==> src/rtl/uart_pkg.sv <==
// uart_pkg: shared types and defaults for the UART receive controller.
// Optional idle-timeout feature is selected with UART_RX_IDLE_TIMEOUT_EN.
package uart_pkg;

    localparam int UART_RX_DEPTH   = 16;
    localparam int UART_RX_TIMEOUT = 17280;

    typedef logic [7:0] uart_byte_t;

    // Line-idle timeout FSM states
    typedef enum logic [1:0] {
        IDLE = 2'd0,
        WAIT = 2'd1,
        TOUT = 2'd2
    } rx_tout_state_e;

endpackage

==> src/rtl/uart_rx_ctrl_if.sv <==
// uart_rx_ctrl_if: receiver/CPU-side signal bundle for uart_rx_ctrl.
// Handshake semantics: i_rx_ready is a one-cycle strobe that always carries a
// byte (no back-pressure toward the receiver; a byte arriving while full is
// dropped and flagged). The read side is show-ahead valid/ready: o_rd_valid
// plus o_rd_data describe the head, and a pop happens on a clock edge where
// both o_rd_valid and i_rd_en are 1; i_rd_en with o_rd_valid low is ignored.
interface uart_rx_ctrl_if
    import uart_pkg::*;
#(
    parameter int DEPTH = UART_RX_DEPTH
);
    logic                     i_rx_ready;
    uart_byte_t               i_rx_data;
    logic                     i_rd_en;
    logic                     i_clr_ovf;
    logic                     o_rd_valid;
    uart_byte_t               o_rd_data;
    logic [$clog2(DEPTH):0]   o_count;
    logic                     o_overflow;
    logic                     o_irq;
    rx_tout_state_e           o_dbg_state;

    modport master (
        output i_rx_ready, i_rx_data, i_rd_en, i_clr_ovf,
        input  o_rd_valid, o_rd_data, o_count, o_overflow, o_irq, o_dbg_state
    );

    modport slave (
        input  i_rx_ready, i_rx_data, i_rd_en, i_clr_ovf,
        output o_rd_valid, o_rd_data, o_count, o_overflow, o_irq, o_dbg_state
    );
endinterface

==> src/rtl/uart_rx_fifo.sv <==
// uart_rx_fifo: show-ahead byte FIFO. Push/pop are pre-qualified by the
// caller; full/empty come from the occupancy count, not pointer equality.
module uart_rx_fifo
    import uart_pkg::*;
#(
    parameter int DEPTH = UART_RX_DEPTH
) (
    input  logic                   clk,
    input  logic                   rst,
    input  logic                   i_push,
    input  uart_byte_t             i_wr_data,
    input  logic                   i_pop,
    output uart_byte_t             o_rd_data,
    output logic [$clog2(DEPTH):0] o_count,
    output logic                   o_full,
    output logic                   o_empty
);
    localparam int AW = $clog2(DEPTH);
    localparam int CW = AW + 1;

    uart_byte_t       r_mem [DEPTH];
    logic [AW-1:0]    r_wr_ptr;
    logic [AW-1:0]    r_rd_ptr;
    logic [CW-1:0]    r_count;

    // Storage write; contents need no reset because count gates visibility
    always_ff @(posedge clk) begin
        if (!rst && i_push) begin
            r_mem[r_wr_ptr] <= i_wr_data;
        end
    end

    // Pointers wrap modulo DEPTH; count tracks occupancy
    always_ff @(posedge clk) begin
        if (rst) begin
            r_wr_ptr <= '0;
            r_rd_ptr <= '0;
            r_count  <= '0;
        end else begin
            if (i_push) r_wr_ptr <= r_wr_ptr + 1'b1;
            if (i_pop)  r_rd_ptr <= r_rd_ptr + 1'b1;
            if (i_push && !i_pop)      r_count <= r_count + 1'b1;
            else if (!i_push && i_pop) r_count <= r_count - 1'b1;
        end
    end

    assign o_count   = r_count;
    assign o_empty   = (r_count == '0);
    assign o_full    = (r_count == CW'(DEPTH));
    assign o_rd_data = o_empty ? '0 : r_mem[r_rd_ptr];

endmodule

==> src/rtl/uart_rx_ctrl.sv <==
// uart_rx_ctrl: buffers received bytes for the CPU, flags overflow and raises
// a level interrupt on fill level and (with UART_RX_IDLE_TIMEOUT_EN defined)
// on line-idle timeout.
module uart_rx_ctrl
    import uart_pkg::*;
#(
    parameter int DEPTH          = UART_RX_DEPTH,
    parameter int IRQ_LEVEL      = 1,
    parameter int TIMEOUT_CYCLES = UART_RX_TIMEOUT
) (
    input  logic           clk,
    input  logic           rst,
    uart_rx_ctrl_if.slave  bus
);
    localparam int CW = $clog2(DEPTH) + 1;

    logic          w_full;
    logic          w_empty;
    logic [CW-1:0] w_count;
    logic [CW-1:0] w_count_nxt;
    logic          w_push;
    logic          w_pop;
    logic          w_drop;
    logic          w_tout_nxt;
    logic          r_ovf;
    logic          r_irq;

    // A full FIFO still accepts a byte when the head leaves in the same cycle
    assign w_pop  = bus.i_rd_en && !w_empty;
    assign w_push = bus.i_rx_ready && (!w_full || w_pop);
    assign w_drop = bus.i_rx_ready && w_full && !w_pop;

    uart_rx_fifo #(.DEPTH(DEPTH)) u_fifo (
        .clk       (clk),
        .rst       (rst),
        .i_push    (w_push),
        .i_wr_data (bus.i_rx_data),
        .i_pop     (w_pop),
        .o_rd_data (bus.o_rd_data),
        .o_count   (w_count),
        .o_full    (w_full),
        .o_empty   (w_empty)
    );

    // Occupancy after this edge, so the interrupt lines up with o_count
    always_comb begin
        w_count_nxt = w_count;
        if (w_push && !w_pop)      w_count_nxt = w_count + 1'b1;
        else if (!w_push && w_pop) w_count_nxt = w_count - 1'b1;
    end

    // Sticky overflow; a drop in the same cycle as a clear wins
    always_ff @(posedge clk) begin
        if (rst)               r_ovf <= 1'b0;
        else if (w_drop)       r_ovf <= 1'b1;
        else if (bus.i_clr_ovf) r_ovf <= 1'b0;
    end

`ifdef UART_RX_IDLE_TIMEOUT_EN
    localparam int TW = $clog2(TIMEOUT_CYCLES);

    rx_tout_state_e r_state;
    rx_tout_state_e w_state_nxt;
    logic [TW-1:0]  r_tcnt;
    logic [TW-1:0]  w_tcnt_nxt;
    logic           w_pop_empties;

    assign w_pop_empties = w_pop && !w_push && (w_count == CW'(1));

    // Timeout FSM state and idle counter registers
    always_ff @(posedge clk) begin
        if (rst) begin
            r_state <= IDLE;
            r_tcnt  <= '0;
        end else begin
            r_state <= w_state_nxt;
            r_tcnt  <= w_tcnt_nxt;
        end
    end

    // Timeout FSM next state; any bus activity restarts the idle count
    always_comb begin
        w_state_nxt = r_state;
        w_tcnt_nxt  = r_tcnt;
        case (r_state)
            IDLE: begin
                if (w_push) begin
                    w_state_nxt = WAIT;
                    w_tcnt_nxt  = '0;
                end
            end
            WAIT: begin
                if (w_pop_empties) begin
                    w_state_nxt = IDLE;
                    w_tcnt_nxt  = '0;
                end else if (w_push || w_pop) begin
                    w_tcnt_nxt  = '0;
                end else if (r_tcnt == TW'(TIMEOUT_CYCLES - 1)) begin
                    if (!w_empty) w_state_nxt = TOUT;
                end else begin
                    w_tcnt_nxt  = r_tcnt + 1'b1;
                end
            end
            TOUT: begin
                if (w_pop_empties) begin
                    w_state_nxt = IDLE;
                    w_tcnt_nxt  = '0;
                end else if (w_push || w_pop) begin
                    w_state_nxt = WAIT;
                    w_tcnt_nxt  = '0;
                end
            end
            default: begin
                w_state_nxt = IDLE;
                w_tcnt_nxt  = '0;
            end
        endcase
    end

    // Timeout FSM outputs: interrupt term and debug state
    always_comb begin
        w_tout_nxt      = (w_state_nxt == TOUT);
        bus.o_dbg_state = r_state;
    end
`else
    // No timeout logic in this build: constant term and idle debug state
    always_comb begin
        w_tout_nxt      = 1'b0;
        bus.o_dbg_state = IDLE;
    end
`endif

    // Registered level interrupt computed from next-cycle occupancy/state
    always_ff @(posedge clk) begin
        if (rst) r_irq <= 1'b0;
        else     r_irq <= (w_count_nxt >= CW'(IRQ_LEVEL)) || w_tout_nxt;
    end

    assign bus.o_rd_valid = !w_empty;
    assign bus.o_count    = w_count;
    assign bus.o_overflow = r_ovf;
    assign bus.o_irq      = r_irq;

endmodule

==> src/flat_wrapper.sv <==
// flat-port wrapper written by rule: the top's interface ports become plain ports
module uart_rx_ctrl_flat import uart_pkg::*;
#(
    parameter int DEPTH          = UART_RX_DEPTH,
    parameter int IRQ_LEVEL      = 1,
    parameter int TIMEOUT_CYCLES = UART_RX_TIMEOUT
)
  (clk, rst, bus_i_rx_ready, bus_i_rx_data, bus_i_rd_en, bus_i_clr_ovf, bus_o_rd_valid, bus_o_rd_data, bus_o_count, bus_o_overflow, bus_o_irq, bus_o_dbg_state);
  uart_rx_ctrl_if #(.DEPTH(DEPTH)) bus_i ();
  input  logic clk;
  input  logic rst;
  input wire logic [$bits(bus_i.i_rx_ready)-1:0] bus_i_rx_ready;
  input wire logic [$bits(bus_i.i_rx_data)-1:0] bus_i_rx_data;
  input wire logic [$bits(bus_i.i_rd_en)-1:0] bus_i_rd_en;
  input wire logic [$bits(bus_i.i_clr_ovf)-1:0] bus_i_clr_ovf;
  output wire logic [$bits(bus_i.o_rd_valid)-1:0] bus_o_rd_valid;
  output wire logic [$bits(bus_i.o_rd_data)-1:0] bus_o_rd_data;
  output wire logic [$bits(bus_i.o_count)-1:0] bus_o_count;
  output wire logic [$bits(bus_i.o_overflow)-1:0] bus_o_overflow;
  output wire logic [$bits(bus_i.o_irq)-1:0] bus_o_irq;
  output wire logic [$bits(bus_i.o_dbg_state)-1:0] bus_o_dbg_state;
  assign bus_i.i_rx_ready = bus_i_rx_ready;
  assign bus_i.i_rx_data = bus_i_rx_data;
  assign bus_i.i_rd_en = bus_i_rd_en;
  assign bus_i.i_clr_ovf = bus_i_clr_ovf;
  assign bus_o_rd_valid = bus_i.o_rd_valid;
  assign bus_o_rd_data = bus_i.o_rd_data;
  assign bus_o_count = bus_i.o_count;
  assign bus_o_overflow = bus_i.o_overflow;
  assign bus_o_irq = bus_i.o_irq;
  assign bus_o_dbg_state = bus_i.o_dbg_state;
  uart_rx_ctrl #(.DEPTH(DEPTH), .IRQ_LEVEL(IRQ_LEVEL), .TIMEOUT_CYCLES(TIMEOUT_CYCLES)) u_core (.clk(clk), .rst(rst), .bus(bus_i));
endmodule
==> config.mk <==
export PLATFORM = sky130hd
export DESIGN_NAME = uart_rx_ctrl_flat
export DESIGN_NICKNAME = d
export VERILOG_FILES = /design/src/rtl/uart_pkg.sv /design/src/rtl/uart_rx_ctrl_if.sv /design/src/rtl/uart_rx_fifo.sv /design/src/rtl/uart_rx_ctrl.sv /design/src/flat_wrapper.sv
export SDC_FILE = /design/constraint.sdc
export NUM_CORES = 1
export LEC_CHECK = 0
export BUFFER_PORTS_ARGS = -buffer_cell sky130_fd_sc_hd__buf_2
export CORE_MARGIN = 5
export CORE_UTILIZATION = 35
export CTS_CLUSTER_DIAMETER = 60
export CTS_CLUSTER_SIZE = 16
export DETAILED_ROUTE_END_ITERATION = 16
export GPL_ROUTABILITY_DRIVEN = 0
export HOLD_SLACK_MARGIN = 0.06
export SYNTH_ARGS = -nofsm -noshare
export SYNTH_HDL_FRONTEND = slang
export SYNTH_SLANG_ARGS = --single-unit
==> constraint.sdc <==
create_clock -name clk -period 2.91 [get_ports clk]
set_clock_uncertainty 0.1 [all_clocks]
set_input_delay 0.582 -clock clk [delete_from_list [all_inputs] [get_ports clk]]
set_output_delay 0.582 -clock clk [all_outputs]
set_load 0.03 [all_outputs]
Word-level counts from Yosys, hierarchy flattened
Memory sizes are Yosys's and may differ from the RTL's. A register that Yosys moved wholly into a read port is not among the register bits.
Index checks and enable logic that the tools add are counted.
{"block": "classes", "muxes": 9, "addsub": 4, "reduce_logical": 15, "eq_ne": 1, "order_cmp": 1}
{"operator": "$mux 5", "count": 2}
{"operator": "$add 4x1->4 const B", "count": 2}
{"operator": "$mux 4", "count": 2}
{"operator": "$mux 8", "count": 1}
{"operator": "$logic_and 1x1->1", "count": 7}
{"operator": "$add 5x1->5 const B", "count": 1}
{"operator": "$eq 5x5->1 const B", "count": 1}
{"operator": "$ge 5x1->1 const B", "count": 1}
{"operator": "$logic_not 1->1", "count": 5}
{"operator": "$logic_not 5->1", "count": 1}
{"operator": "$sub 5x1->5 const B", "count": 1}
{"operator": "$mux 1", "count": 4}
{"operator": "$reduce_bool 2->1", "count": 1}
{"operator": "$logic_or 1x1->1", "count": 1}
{"block": "totals", "n_memories": 1, "in_bits": 13, "elab_cells": 36, "ram_bits": 128, "reg_bits": 15}
{"memory": "u_core.u_fifo.r_mem", "words": 16, "width": 8, "read_ports": 1, "rd_clocked_by_memory_dff": 1, "wr": 1, "line_no": "uart_rx_fifo.sv:21", "text": "uart_byte_t r_mem [DEPTH];"}

Longest topological paths before layout
{"block": "depth", "word_depth": 10, "mapped_depth": 8, "ltp_nobuf": 7}

Cells and area by module
Synthesis repeated with hierarchy kept, for this count alone.
{"block": "unflattened", "cells_unflattened": 352, "hier_area_um2": 6188.4}
{"module": "uart_rx_fifo", "area_per_inst_um2": 5878.1, "n_inst": 1, "seq_area_each_um2": 4184.0, "cells_each": 315}
{"module": "uart_rx_ctrl", "area_per_inst_um2": 310.3, "n_inst": 1, "seq_area_each_um2": 40.0, "cells_each": 37}

Worst setup path before layout
Ideal clock, no wire load.
{"block": "synth_path", "kind": "register -> output", "from": "register u_core.u_fifo.r_count[0], in the netlist u_core.u_fifo.o_count[0]", "to": "output bus_o_rd_data[0]", "required_ps": 2228, "slack_ps": 188, "stages_incl_launch_ff": 7, "t_arrival_ps": 2040, "n_path_buf": 2, "cell_sequence": "dfxtp_1 > inv_1 > ha_1 > or4b_1 > buf_2 > clkbuf_1 > and2_1"}
{"block": "synth_via", "elab_chain_cells": 2}
{"item": "start: declaration", "line_no": "uart_rx_fifo.sv:24", "text": "logic [CW-1:0] r_count;"}
{"item": "start signal: assignment", "line_no": "uart_rx_fifo.sv:42", "text": "if (i_push && !i_pop) r_count <= r_count + 1'b1;"}
{"item": "start signal: assignment", "line_no": "uart_rx_fifo.sv:43", "text": "else if (!i_push && i_pop) r_count <= r_count - 1'b1;"}
{"item": "$logic_not 5->1", "line_no": "uart_rx_fifo.sv:48", "text": "assign o_empty = (r_count == '0);"}
{"item": "$mux 8", "line_no": "uart_rx_fifo.sv:50", "text": "assign o_rd_data = o_empty ? '0 : r_mem[r_rd_ptr];"}
{"item": "end: declaration", "line_no": "flat_wrapper.sv:17", "text": "output wire logic [$bits(bus_i.o_rd_data)-1:0] bus_o_rd_data;"}
Every way passes these cells.

==> impl_results.md <==
- Hold Buf Count CTS: 0
- Clk slew on worst S/H paths: 60 ps
- R2R cell count: 7
- Least-Margin Pin Slew: 995 ps
- Mapped Area: 6080 sq um
- Io pins: 31
- First-pass GRT wire length: 20000 microns
- Area leader, netlist: edfxtp_1
- Crit path kind: flip-flop to output pin
- Run status: finished, violations left
- Max-Cap Viols: 0
- Max stage delay on crit path: 540 ps
- Main synth FF type: edfxtp_1
- Core area: 17200 sq um
- Hold path endpoint: u_core.bus.o_overflow$_SDFFE_PP0P_
- Power after layout: 6.52 mW
- #FFs+latches synth: 147
- Flop2flop setup slack: 380 ps
- Number of diodes: 0
- Nets: 416
- Yosys cell types: 47
- TritonRoute pass-1 iters: 4
- CTS tree: done
- CTS HTree Levels: 4
- Clock Path Buffers: 2
- Die H: 142 microns
- Antenna violations before repair: 0
- WL per Instance: 20.3 microns
- Async set-reset flop share out of synthesis: 0%
- Worst R2R Start: u_core.u_fifo.o_count[0]$_SDFF_PP0_
- Final max-slew violation count: 0
- Commonest cells post-synth: edfxtp_1 (128), nor2_1 (33), mux4_1 (24)
- Hold Startpoint: bus_i_clr_ovf
- Die area: 20100 sq um
- Sw frac: 29.3%
- Combinational share of power: 31.1%
- Worst skew pair latency: 420 ps
- Synth warnings: 0
- Clock Power Share: 31.9%
- DR DRC count: 0
- Main area contributors after synthesis: edfxtp_1 (63%), mux4_1 (10%), dfxtp_1 (6.3%)
- Via density: 5.10
- Final cell count without fillers: 634
- Number of synthesized flops with an enable pin: 128
- Core Util, Final: 42.9%
- Buf+Inv Stages, Crit Path: 3
- Syn avg cell area: 18.4 sq um
- Worst path slowest cell: mux4_2
- Num rows: 48
- Routed Antenna Nets: 0
- Initial Util: 35.4%
- 1st-iter DRT viols: 262
- Max frequency: 323 MHz
- Final setup viols: 8
- Largest delay contributor family on the critical path: multiplexers
- Cell with the most instances after synthesis: edfxtp_1
- Syn Inst Count: 330
- Drt total wl: 12900 microns
- CP required: 2230 ps
- Violated checks: negative setup slack
- HP Class: primary input to flip-flop
- Register area share after synthesis: 69.5%
- Area growth, synth to finish: 21.3%
- Routed vias: 3235
- Switch Pwr: 1.91 mW
- CTS Sinks: 147
- Crit-path max FO: 6
- CP Data Arrival Time: 2410 ps
- Crit-path cells: buf_12, buf_12, mux4_2, mux4_2, and2_4, buf_6
- Place WS: 236 ps
- Hold slack: 360 ps
- Pwr per Cell Area: 884 nW/um^2
- PnR worst setup slack: -184 ps
- Largest net degree at the start of global routing: 33
- Root Driver: clkbuf_16
- # port buffers: 28
- Post-DP HPWL: 8070 microns
- Vias in the first global route: 3270
- Worst slew margin: 33.4%
- Static leakage: 2.48 nW
- Final worst path period share: 106%
- Die width: 142 microns
- Fin. Hold Viols: 0
- Yosys top cell area share: 63.3%
- RSZ-0062 raised after global routing: yes
- Placed cell count: 596
- Number of CTS-inserted buffers: 17
- Worst setup SP type: flip-flop
- Seq pwr share: 36.9%
- Min Clock Period, post-route: 3090 ps
- Global-route usage over all layers: 13.5%
- CP Capture Type: output pin
- Aggregate global routing overflow: 0
- Hold Path Depth: 4
- P_int: 4.60 mW
- Ratio of cells with drive above 1 in the final layout: 35.5%
- Peak supply drop: 0.573 mV
- Reg-to-reg critical path endpoint: u_core.u_fifo.r_mem[3][1]$_DFFE_PP_
## stage by stage
step	area, sq um	TNS (ps)
6_report	7370	-1070
5_1_grt	7370	-1580
4_1_cts	7370	-1150
3_3_place_gp	6660	0
3_5_place_dp	6660	0
2_1_floorplan	6080	0
## worst reg2reg max path, cell delays in order (launching register included)
cell and delay [ps]:
dfxtp_1 330, inv_1 40, ha_1 270, nor3b_1 180, a31oi_1 210, buf_4 190
nand2_1 80, nor2_1 770
## area by class of cell
type | count | area [sq um]
Clock inverter | 14 | 139
Multi-Input combinational cell | 157 | 1650
Inverter | 8 | 30.0
Clock buffer | 18 | 429
Tap cell | 225 | 282
Sequential cell | 147 | 4230
Timing Repair Buffer | 65 | 611
Fill cell | 1547 | 9810
## registers in the layout (all words and copies together), names as in the netlist, named ones only
name                    flops
u_core.bus.o_overflow       1
u_core.u_fifo.r_wr_ptr      4
u_core.u_fifo.r_mem       128
u_core.bus.o_irq            1
u_core.u_fifo.o_count       5
u_core.u_fifo.r_rd_ptr      4
## power by group through the flow
stage	Clock [mW]	Sequential [mW]	Combinational, mW
5_1_grt	2.23	2.41	2.18
3_5_place_dp	0	2.45	1.57
3_3_place_gp	0	2.44	1.55
2_1_floorplan	0	2.50	1.09
6_report	2.08	2.41	2.03
4_1_cts	2.12	2.41	2.06
## worst max path at each step
stage / from / end / slack [ps] / cells after the start
2_1_floorplan: u_core.u_fifo.o_count[0]$_SDFF_PP0_ / bus_o_rd_data[0] / 190 / 6
5_1_grt: flip-flop / bus_o_rd_data[7] / -230 / 6
3_3_place_gp: flip-flop / bus_o_rd_data[5] / 240 / 5
3_5_place_dp: flip-flop / bus_o_rd_data[5] / 240 / 5
6_report: flip-flop / bus_o_rd_data[7] / -180 / 6
4_1_cts: flip-flop / bus_o_rd_data[7] / -190 / 6
## cell families after synthesis
group	count (synthesis)	share of synthesized area [%]
mux	40	16.3
flops	147	69.5
fa+ha+maj	7	1.44
xor+xnor	9	1.30
buf+inv	27	2.41
simple gates	69	5.58
other cells	1	0.0617
compound gates	30	3.38
## placed cells by master, fill, tap and decap left out, types with 2 or more instances in the layout
| cell | instances |
|---|---|
| buf_2 | 20 |
| buf_16 | 4 |
| buf_6 | 8 |
| nor2_1 | 33 |
| conb_1 | 2 |
| a31o_2 | 2 |
| buf_4 | 28 |
| nor2b_1 | 2 |
| nand3_1 | 3 |
| inv_1 | 8 |
| clkbuf_16 | 17 |
| a31oi_1 | 4 |
| xor2_1 | 6 |
| clkinv_4 | 3 |
| and3_1 | 2 |
| edfxtp_1 | 128 |
| dfxtp_1 | 18 |
| inv_6 | 6 |
| clkinvlp_4 | 2 |
| ha_1 | 7 |
| mux4_2 | 37 |
| xnor2_1 | 3 |
| a21oi_1 | 9 |
| buf_12 | 5 |
| nand2_1 | 9 |
| and2_4 | 8 |
| o21ai_0 | 4 |
| or3_1 | 2 |
| mux4_1 | 3 |
## layer usage
metal	global-route usage (%)	routed length (microns)	up-vias	part of all wire, %
li1	-	-	1451	-
met1	18.3	5520	1672	43
met2	21.7	6410	100	50
met3	3.94	807	12	6.3
met4	3.48	137	0	1.1
met5	0	0	-	0
## what timing repair did
item	in CTS	in global routing
buffers inserted	2	0
pin swaps	5	0
gates cloned	4	0
endpoints found under the hold margin	0	0
gates resized for setup	50	0
setup endpoints to repair	8	8
(Power assumes the default switching activity.)
